===== src/rtl/pipeline_ctrl.sv =====
// Central pipeline controller: stall/flush generation, redirect PC,
// control registers, exception/EXRT commit and interrupt detection.
module pipeline_ctrl #(
  parameter int          NUM_IRQ = 8,
  parameter logic [29:0] VEC_RST = 30'h0
) (
  input  logic               clk,
  input  logic               reset,
  input  logic               if_busy,
  input  logic               ld_hazard,
  input  logic               mem_busy,
  input  logic               mem_en,
  input  logic [29:0]        mem_pc,
  input  logic [1:0]         mem_ctrl_op,
  input  logic [4:0]         mem_dst_addr,
  input  logic [2:0]         mem_exp_code,
  input  logic [31:0]        mem_out,
  input  logic [NUM_IRQ-1:0] irq,
  input  logic [4:0]         creg_rd_addr,
  output logic [31:0]        creg_rd_data,
  output logic               exe_mode,
  output logic               int_detect,
  output logic               if_stall,
  output logic               id_stall,
  output logic               ex_stall,
  output logic               mem_stall,
  output logic               if_flush,
  output logic               id_flush,
  output logic               ex_flush,
  output logic               mem_flush,
  output logic [29:0]        new_pc
);

  typedef enum logic [1:0] {
    EV_NONE,
    EV_EXP,
    EV_EXRT,
    EV_WRCR
  } ev_e;

  localparam logic [1:0] OP_WRCR  = 2'd1;
  localparam logic [1:0] OP_EXRT  = 2'd2;
  localparam logic [2:0] EXP_TRAP = 3'd5;

  logic               exe_mode_q, exe_mode_d;
  logic               int_en_q, int_en_d;
  logic               pre_exe_mode_q, pre_exe_mode_d;
  logic               pre_int_en_q, pre_int_en_d;
  logic [29:0]        vector_q, vector_d;
  logic [2:0]         exp_code_q, exp_code_d;
  logic [NUM_IRQ-1:0] mask_q, mask_d;
  logic [29:0]        epc_q, epc_d;

  ev_e  ev;
  logic stall;
  logic take;

  assign stall = if_busy | mem_busy;

  always_comb begin
    ev = EV_NONE;
    if (mem_en) begin
      if (mem_exp_code != 3'd0)       ev = EV_EXP;
      else if (mem_ctrl_op == OP_EXRT) ev = EV_EXRT;
      else if (mem_ctrl_op == OP_WRCR) ev = EV_WRCR;
    end
  end

  assign take = (ev != EV_NONE) & ~stall & ~reset;

  assign if_stall  = ~reset & (stall | ld_hazard);
  assign id_stall  = ~reset & stall;
  assign ex_stall  = ~reset & stall;
  assign mem_stall = ~reset & stall;

  // ld_hazard bubble goes into ID only when the pipe is moving
  assign if_flush  = take;
  assign id_flush  = take | (ld_hazard & ~stall & ~reset);
  assign ex_flush  = take;
  assign mem_flush = take;

  always_comb begin
    new_pc = '0;
    unique case (ev)
      EV_EXP:  new_pc = vector_q;
      EV_EXRT: new_pc = epc_q;
      EV_WRCR: new_pc = mem_pc + 30'd1;
      default: new_pc = '0;
    endcase
    if (reset) new_pc = '0;
  end

  assign exe_mode   = exe_mode_q;
  assign int_detect = int_en_q & (|(irq & ~mask_q));

  always_comb begin
    exe_mode_d     = exe_mode_q;
    int_en_d       = int_en_q;
    pre_exe_mode_d = pre_exe_mode_q;
    pre_int_en_d   = pre_int_en_q;
    vector_d       = vector_q;
    exp_code_d     = exp_code_q;
    mask_d         = mask_q;
    epc_d          = epc_q;
    if (take) begin
      unique case (ev)
        EV_EXP: begin
          pre_exe_mode_d = exe_mode_q;
          pre_int_en_d   = int_en_q;
          exe_mode_d     = 1'b0;
          int_en_d       = 1'b0;
          exp_code_d     = mem_exp_code;
          epc_d          = (mem_exp_code == EXP_TRAP)
                         ? mem_pc + 30'd1 : mem_pc;
        end
        EV_EXRT: begin
          exe_mode_d = pre_exe_mode_q;
          int_en_d   = pre_int_en_q;
        end
        EV_WRCR: begin
          unique case (mem_dst_addr)
            5'd0: begin
              int_en_d   = mem_out[1];
              exe_mode_d = mem_out[0];
            end
            5'd1: begin
              pre_int_en_d   = mem_out[1];
              pre_exe_mode_d = mem_out[0];
            end
            5'd2:    vector_d   = mem_out[31:2];
            5'd3:    exp_code_d = mem_out[2:0];
            5'd4:    mask_d     = mem_out[NUM_IRQ-1:0];
            5'd6:    epc_d      = mem_out[31:2];
            default: ;
          endcase
        end
        default: ;
      endcase
    end
  end

  always_ff @(posedge clk or posedge reset) begin
    if (reset) begin
      exe_mode_q     <= 1'b0;
      int_en_q       <= 1'b0;
      pre_exe_mode_q <= 1'b0;
      pre_int_en_q   <= 1'b0;
      vector_q       <= VEC_RST;
      exp_code_q     <= 3'd0;
      mask_q         <= '1;
      epc_q          <= '0;
    end else begin
      exe_mode_q     <= exe_mode_d;
      int_en_q       <= int_en_d;
      pre_exe_mode_q <= pre_exe_mode_d;
      pre_int_en_q   <= pre_int_en_d;
      vector_q       <= vector_d;
      exp_code_q     <= exp_code_d;
      mask_q         <= mask_d;
      epc_q          <= epc_d;
    end
  end

  always_comb begin
    creg_rd_data = '0;
    unique case (creg_rd_addr)
      5'd0:    creg_rd_data = {30'b0, int_en_q, exe_mode_q};
      5'd1:    creg_rd_data = {30'b0, pre_int_en_q, pre_exe_mode_q};
      5'd2:    creg_rd_data = {vector_q, 2'b00};
      5'd3:    creg_rd_data = {29'b0, exp_code_q};
      5'd4:    creg_rd_data = 32'(mask_q);
      5'd5:    creg_rd_data = 32'(irq);
      5'd6:    creg_rd_data = {epc_q, 2'b00};
      default: creg_rd_data = '0;
    endcase
  end

endmodule


===== config.mk =====
export PLATFORM = sky130hd
export DESIGN_NAME = pipeline_ctrl
export DESIGN_NICKNAME = d
export VERILOG_FILES = /design/src/rtl/pipeline_ctrl.sv
export SDC_FILE = /design/constraint.sdc
export NUM_CORES = 1
export LEC_CHECK = 0
export ABC_AREA = 1
export CAP_MARGIN = 20
export CORE_MARGIN = 5
export CORE_UTILIZATION = 45
export CTS_BUF_LIST = sky130_fd_sc_hd__clkbuf_8
export CTS_CLUSTER_DIAMETER = 50
export CTS_CLUSTER_SIZE = 28
export DETAILED_ROUTE_END_ITERATION = 12
export HOLD_SLACK_MARGIN = 0.03
export PLACE_DENSITY = 0.75
export SLEW_MARGIN = 40
export SYNTH_ARGS = -nofsm -noshare
export SYNTH_HDL_FRONTEND = slang
export SYNTH_SLANG_ARGS = --single-unit

===== constraint.sdc =====
create_clock -name clk -period 8.4 [get_ports clk]
set_clock_uncertainty 0.15 [all_clocks]
set_input_delay 1.26 -clock clk [delete_from_list [all_inputs] [get_ports clk]]
set_output_delay 1.26 -clock clk [all_outputs]
set_load 0.02 [all_outputs]

; Yosys cells after proc, flatten, opt, wreduce, memory -nomap -nowiden
; Cells that the tools add are included.
[totals]
reg_bits = 75
out_inout_bits = 72
input_bits = 91
[classes]
n_addsub = 1
n_eq_ne = 21
n_reduce_logical = 13
mux = 20
n_bitwise = 14
[op_table]
columns = op, n
row1 = 32-bit one-hot mux with 7 select lines, 1
row2 = 30-bit 2-to-1 mux, 3
row3 = 30-bit one-hot mux with 3 select lines, 1
row4 = 30-bit one-hot mux with 2 select lines, 1
row5 = "30-bit by 1-bit adder with 30-bit output, second input constant", 1
row6 = "5-bit by 3-bit equality test with 1-bit output, second input constant", 5
row7 = "5-bit by 2-bit equality test with 1-bit output, second input constant", 4
row8 = 3-bit AND reduction, 6
row9 = "5-bit by 1-bit equality test with 1-bit output, second input constant", 2
row10 = 5-bit logical NOT, 2
row11 = 8-bit bitwise AND, 1
row12 = 2-bit 2-to-1 mux, 4
row13 = 8-bit inverter, 1
row14 = 8-bit OR reduction, 1
row15 = 1-bit bitwise AND, 7
row16 = "2-bit equality test, second input constant", 3
row17 = "2-bit by 1-bit inequality test with 1-bit output, second input constant", 3
row18 = 1-bit one-hot mux with 3 select lines, 2
row19 = 3-bit one-hot mux with 2 select lines, 1
row20 = 3-bit nonzero test, 2
row21 = "2-bit by 1-bit equality test with 1-bit output, second input constant", 2
row22 = 1-bit 2-to-1 mux, 4
row23 = 1-bit one-hot mux with 2 select lines, 2
row24 = 2-bit nonzero test, 2
row25 = 5 further kinds, 8

; Logic depth before layout (Yosys ltp)
[depth]
depth_word = 9
ltp_mapped = 13
mapped_depth_nobuf = 12

; Least setup slack after synthesis
; Ideal clock, no wire load.
[synth_path]
path_type = input port to output port
start = input port reset
end = output port if_flush
path_slack_ns = 3.489
t_arrival_ns = 3.501
required_time_ns = 6.990
cell_stages = 4
path_cell_list = inv_1 -> nand2_2 -> nor2_4 -> buf_4
[synth_via]
elab_chain_cells = 2
[synth_rtl]
columns = element, line
row1 = from (decl), 8  ; input logic reset,
row2 = 1-bit inverter, 69  ; assign take = (ev != EV_NONE) & ~stall & ~reset;
row3 = 1-bit bitwise AND, 69
row4 = to (decl), 27  ; output logic if_flush,
; No other way between the ends.

; Worst setup path in the final report
[layout_path]
start = input port mem_ctrl_op[1]
end = output port new_pc[5]
[layout_via]
elab_chain_cells = 8
word_cells_on_any_way = 11
classes_between = 5 x eq/ne / 6 x mux
[layout_rtl]
columns = element, line
row1 = from (decl), 14  ; input logic [1:0] mem_ctrl_op,
row2 = 2-bit by 1-bit equality test with 1-bit output, 65  ; else if (mem_ctrl_op == OP_WRCR) ev = EV_WRCR;
row3 = 2-bit 2-to-1 mux, 65
row4 = 2-bit 2-to-1 mux *, 64  ; else if (mem_ctrl_op == OP_EXRT) ev = EV_EXRT;
row5 = 2-bit 2-to-1 mux *, 63  ; if (mem_exp_code != 3'd0) ev = EV_EXP;
row6 = 2-bit 2-to-1 mux *, 62  ; if (mem_en) begin
row7 = 2-bit equality test or 2-bit by 1-bit equality test with 1-bit output (tied branches), 84  ; unique case (ev)
row8 = 30-bit one-hot mux with 3 select lines *, 84
row9 = 30-bit 2-to-1 mux *, 90  ; if (reset) new_pc = '0;
row10 = to (decl), 31  ; output logic [29:0] new_pc
; Every way passes the cells marked *; elsewhere a longest branch is shown, timed or not.

==> Flow_metrics.wiki <==
{| class="wikitable"
! Metric !! Value
|-
| Run status || finished, final reports clean
|-
| Standby leakage power || 3.554 nW
|-
| Final critical path time including I/O delays and setup || 6.119 ns
|-
| Fill cell total of the finished layout || 1233
|-
| Final number of setup-violating endpoints || 0
|-
| Width of the die || 125.9 um
|-
| Setup Slack @ Placement || 2.149 ns
|-
| Count of final hold-check violations || 0
|-
| 1st-pass router iterations || 7
|-
| Post-CTS setup buffer count || 0
|-
| Placer Congestion || 0.9422
|-
| Drt initial violations || 731
|-
| Clock network latency to the later pin of the worst-skew pair || 0.38 ns
|-
| Routed Antenna Nets || 0
|-
| Count of hold buffers inserted by post-cts repair || 0
|-
| Clock buffer depth || 2
|-
| Post-CTS clock slew at the launch and capture registers of the worst setup and hold paths || 0.07 ns
|-
| Total number of vias || 6619
|-
| Antenna violations before repair || 1
|-
| Maximum fanout encountered on the critical timing path || 27
|-
| Critical Path Sink Type || primary output
|-
| Unrepaired setup endpoints after global routing || no
|-
| Chain of cells forming the critical path || clkdlybuf4s50_1, inv_1, ha_1, nor3_1, inv_1, ha_1, nor2_1, clkinv_2, a31oi_1, clkdlybuf4s50_1
|-
| Path type of the worst setup path || input pin to primary output
|-
| TritonCTS clock tree || yes
|-
| Cell Int Power || 0.7300 mW
|-
| Detailed-placement wirelength estimate || 14470 um
|-
| Synth-to-Final Area Change || 31.41%
|-
| Number of cell rows || 42
|-
| Final Max Slew Viols || 0
|-
| Max frequency || 0.1634 GHz
|-
| Detailed-route wire length per cell || 15.92 um
|-
| Proportion of power drawn by the clock network || 0.352
|-
| Arrival time of data at the critical path endpoint || 4.71 ns
|-
| Required time of the critical path || 6.99 ns
|-
| Fraction of final layout cells sized beyond drive strength 1 || 0.06365
|-
| Most frequent cells in the layout || 301 x sky130_fd_sc_hd__nand2_1, 162 x sky130_fd_sc_hd__clkdlybuf4s50_1, 150 x sky130_fd_sc_hd__inv_1
|-
| I/O pin count || 163
|-
| Worst path bufs/invs || 5
|-
| Cell count after synthesis || 948
|-
| Post-synth net total || 1047
|-
| Number of global-route vias before repair || 6264
|-
| Total congestion overflow after global routing || 0
|-
| Longest individual stage delay on the worst path || 0.64 ns
|-
| Kind of cell adding the most delay to the critical path || buffers and inverters
|-
| Routed wire length || 20090 um
|-
| Most common cell after layout, fill and taps aside || sky130_fd_sc_hd__nand2_1
|-
| Final setup slack of the worst path || 2.281 ns
|-
| Largest vdd supply drop || 0.06222 mV
|-
| Cell with the largest stage delay on the worst path || sky130_fd_sc_hd__clkdlybuf4s50_1
|-
| Synthesized area per cell || 6.371 sq um
|-
| Die height || 125.9 um
|-
| Global-route wire length before repair || 32060 um
|-
| Final setup TNS || 0 ns
|-
| Number of distinct library cells after synthesis || 43
|-
| H-tree Lvls || 3
|-
| Fraction of power spent switching nets || 0.2964
|-
| Area inside the core boundary || 13190 sq um
|-
| NumNets Final || 1178
|-
| Path category of the worst min-delay check || flip-flop to flip-flop
|-
| Maximum number of pins on one net before global-route repair || 76
|-
| Portion of the clock cycle consumed by the worst path in the final layout || 0.7285
|-
| Number of buffers inserted during clock tree synthesis || 9
|-
| Power per cell area || 130.7 nW/um^2
|-
| Sequential cell area fraction in the yosys report || 0.3124
|-
| Fraction of power consumed by combinational cells || 0.229
|-
| Yosys reg bits || 75
|-
| Post-CTS Resized || 0
|-
| Die Area || 15840 sq um
|-
| Final std cells w/o fill || 1262
|-
| Via/cell ratio || 5.245
|-
| Rel. slew slack || 0.5128
|-
| Yosys warnings || 0
|-
| Max-capacitance violation count || 0
|-
| Number of sinks on the clock net || 75
|-
| Placed insts || 1244
|-
| Sort of element at the start of the critical path || input pin
|-
| Buffers on Ports || 162
|-
| Root buffer cell || sky130_fd_sc_hd__clkbuf_8
|-
| Sequential fraction of design power || 0.419
|-
| Worst-margin pin slew || 0.7307 ns
|-
| Overall global routing resource usage || 0.2488
|-
| Switching component of the power || 0.3075 mW
|-
| Remaining routing DRC violations || 0
|-
| Share of the core filled with cells || 0.6017
|-
| Starting density of the core || 0.4579
|-
| Post-Synthesis Cell Area || 6040 sq um
|}
-- final cells by class --
class / instances / area [sq um] / area share
Multi-Input combinational cell: 670 / 3304 / 0.4164
Clock inverter: 4 / 95.09 / 0.01198
Sequential cell: 75 / 1887 / 0.2377
Antenna cell: 2 / 5.005 / 0.0006306
Inverter: 157 / 591.8 / 0.07457
Tap cell: 176 / 220.2 / 0.02775
Clock buffer: 12 / 165.2 / 0.02081
Timing Repair Buffer: 166 / 1668 / 0.2102
-- final timing paths --
check                      cells after the start      startpoint      endpoint  slack (ns)
max in group asynchronous                      3           reset  vector_q[21]        6.19
setup reg to reg                               4        int_en_q  pre_int_en_q        7.36
setup / recovery                              10  mem_ctrl_op[1]     new_pc[5]        2.28
hold / removal                                 2        epc_q[9]      epc_q[9]        0.33
min in group asynchronous                      3           reset      int_en_q        1.40
hold reg to reg                                2        epc_q[9]      epc_q[9]        0.33
-- logic make-up after synthesis --
family                     share of synthesized area
DFF                                           0.3124
buffers and inverters                         0.1434
xor gates and xnor gates                     0.02134
and+or+nand+nor                               0.2975
adders and majority gates                    0.01657
AOI/OAI and AO/OA                             0.2088
-- registers in the layout, summed over array words and instances (netlist names) --
signal / flops
epc_q: 30
exe_mode: 1
exp_code_q: 3
int_en_q: 1
mask_q: 8
pre_exe_mode_q: 1
pre_int_en_q: 1
vector_q: 30
-- power groups by stage --
stage	Combinational, mW	Sequential [mW]	Clock (mW)
6_report	0.237	0.435	0.365
5_1_grt	0.264	0.440	0.379
4_1_cts	0.236	0.434	0.368
3_5_place_dp	0.235	0.439	0
3_3_place_gp	0.230	0.439	0
2_1_floorplan	0.136	0.435	0
-- per-layer routing --
| layer | track usage | routed length [um] | vias up |
|---|---|---|---|
| met1 | 0.3374 | 8992 | 3051 |
| li1 | - | - | 3286 |
| met5 | 0 | 0 | - |
| met2 | 0.3999 | 9231 | 249 |
| met4 | 0.08896 | 501 | 0 |
| met3 | 0.04572 | 1366 | 33 |
-- synth_stat cells --
master	count	area (sq um)
sky130_fd_sc_hd__xor2_2	2	32.53
sky130_fd_sc_hd__a31oi_1	6	37.54
sky130_fd_sc_hd__or2_2	1	6.260
sky130_fd_sc_hd__a21boi_0	1	7.510
sky130_fd_sc_hd__o21ai_0	53	265.3
sky130_fd_sc_hd__o21ai_1	2	10.01
sky130_fd_sc_hd__xnor2_1	2	17.52
sky130_fd_sc_hd__buf_1	2	7.510
sky130_fd_sc_hd__o21ai_2	9	78.83
sky130_fd_sc_hd__ha_1	8	100.1
sky130_fd_sc_hd__inv_1	154	578.1
sky130_fd_sc_hd__nand3_1	30	150.1
sky130_fd_sc_hd__nor2_2	5	31.28
sky130_fd_sc_hd__nor2_1	61	229.0
sky130_fd_sc_hd__nand3_2	1	10.01
sky130_fd_sc_hd__clkbuf_8	2	27.53
sky130_fd_sc_hd__xor2_1	9	78.83
sky130_fd_sc_hd__buf_4	5	37.54
sky130_fd_sc_hd__buf_6	7	78.83
sky130_fd_sc_hd__clkbuf_1	20	75.07
sky130_fd_sc_hd__clkinv_1	1	3.750
sky130_fd_sc_hd__o22ai_1	53	331.6
sky130_fd_sc_hd__a21oi_1	82	410.4
sky130_fd_sc_hd__o2111ai_1	1	8.760
sky130_fd_sc_hd__o21a_1	5	37.54
sky130_fd_sc_hd__o221a_2	1	11.26
sky130_fd_sc_hd__and2_1	2	12.51
sky130_fd_sc_hd__inv_2	2	7.510
sky130_fd_sc_hd__nand2_1	301	1130
sky130_fd_sc_hd__nand3b_1	6	45.04
sky130_fd_sc_hd__dfstp_2	8	210.2
sky130_fd_sc_hd__nand4_1	2	12.51
sky130_fd_sc_hd__nand2_2	3	18.77
sky130_fd_sc_hd__buf_2	10	50.05
sky130_fd_sc_hd__dfrtp_1	67	1677
sky130_fd_sc_hd__a221oi_1	1	8.760
sky130_fd_sc_hd__nand4_2	1	12.51
sky130_fd_sc_hd__o41ai_1	1	8.760
sky130_fd_sc_hd__nor2_4	9	101.4
sky130_fd_sc_hd__nand2_4	1	11.26
sky130_fd_sc_hd__nor3_1	4	20.02
sky130_fd_sc_hd__o211ai_1	6	45.04
sky130_fd_sc_hd__nor4_1	1	6.260
-- per-stage QoR --
step | hold slack, ns | area (sq um) | power (mW)
after floorplan | 0.2988 | 6040 | 0.5710
after global placement | 0.3125 | 7650 | 0.6690
after detailed placement | 0.3145 | 7670 | 0.6747
after CTS | 0.3349 | 7930 | 1.039
after global routing | 0.3477 | 7936 | 1.083
final | 0.3317 | 7936 | 1.037
-- worst reg2reg max path, stage by stage (launching register included) --
cell and delay (ns):
sky130_fd_sc_hd__dfrtp_1 0.37, sky130_fd_sc_hd__inv_1 0.14, sky130_fd_sc_hd__o21ai_0 0.10, sky130_fd_sc_hd__nand3_1 0.11, sky130_fd_sc_hd__nand2_1 0.07
No activity file was read; power rests on OpenSTA's default activity.
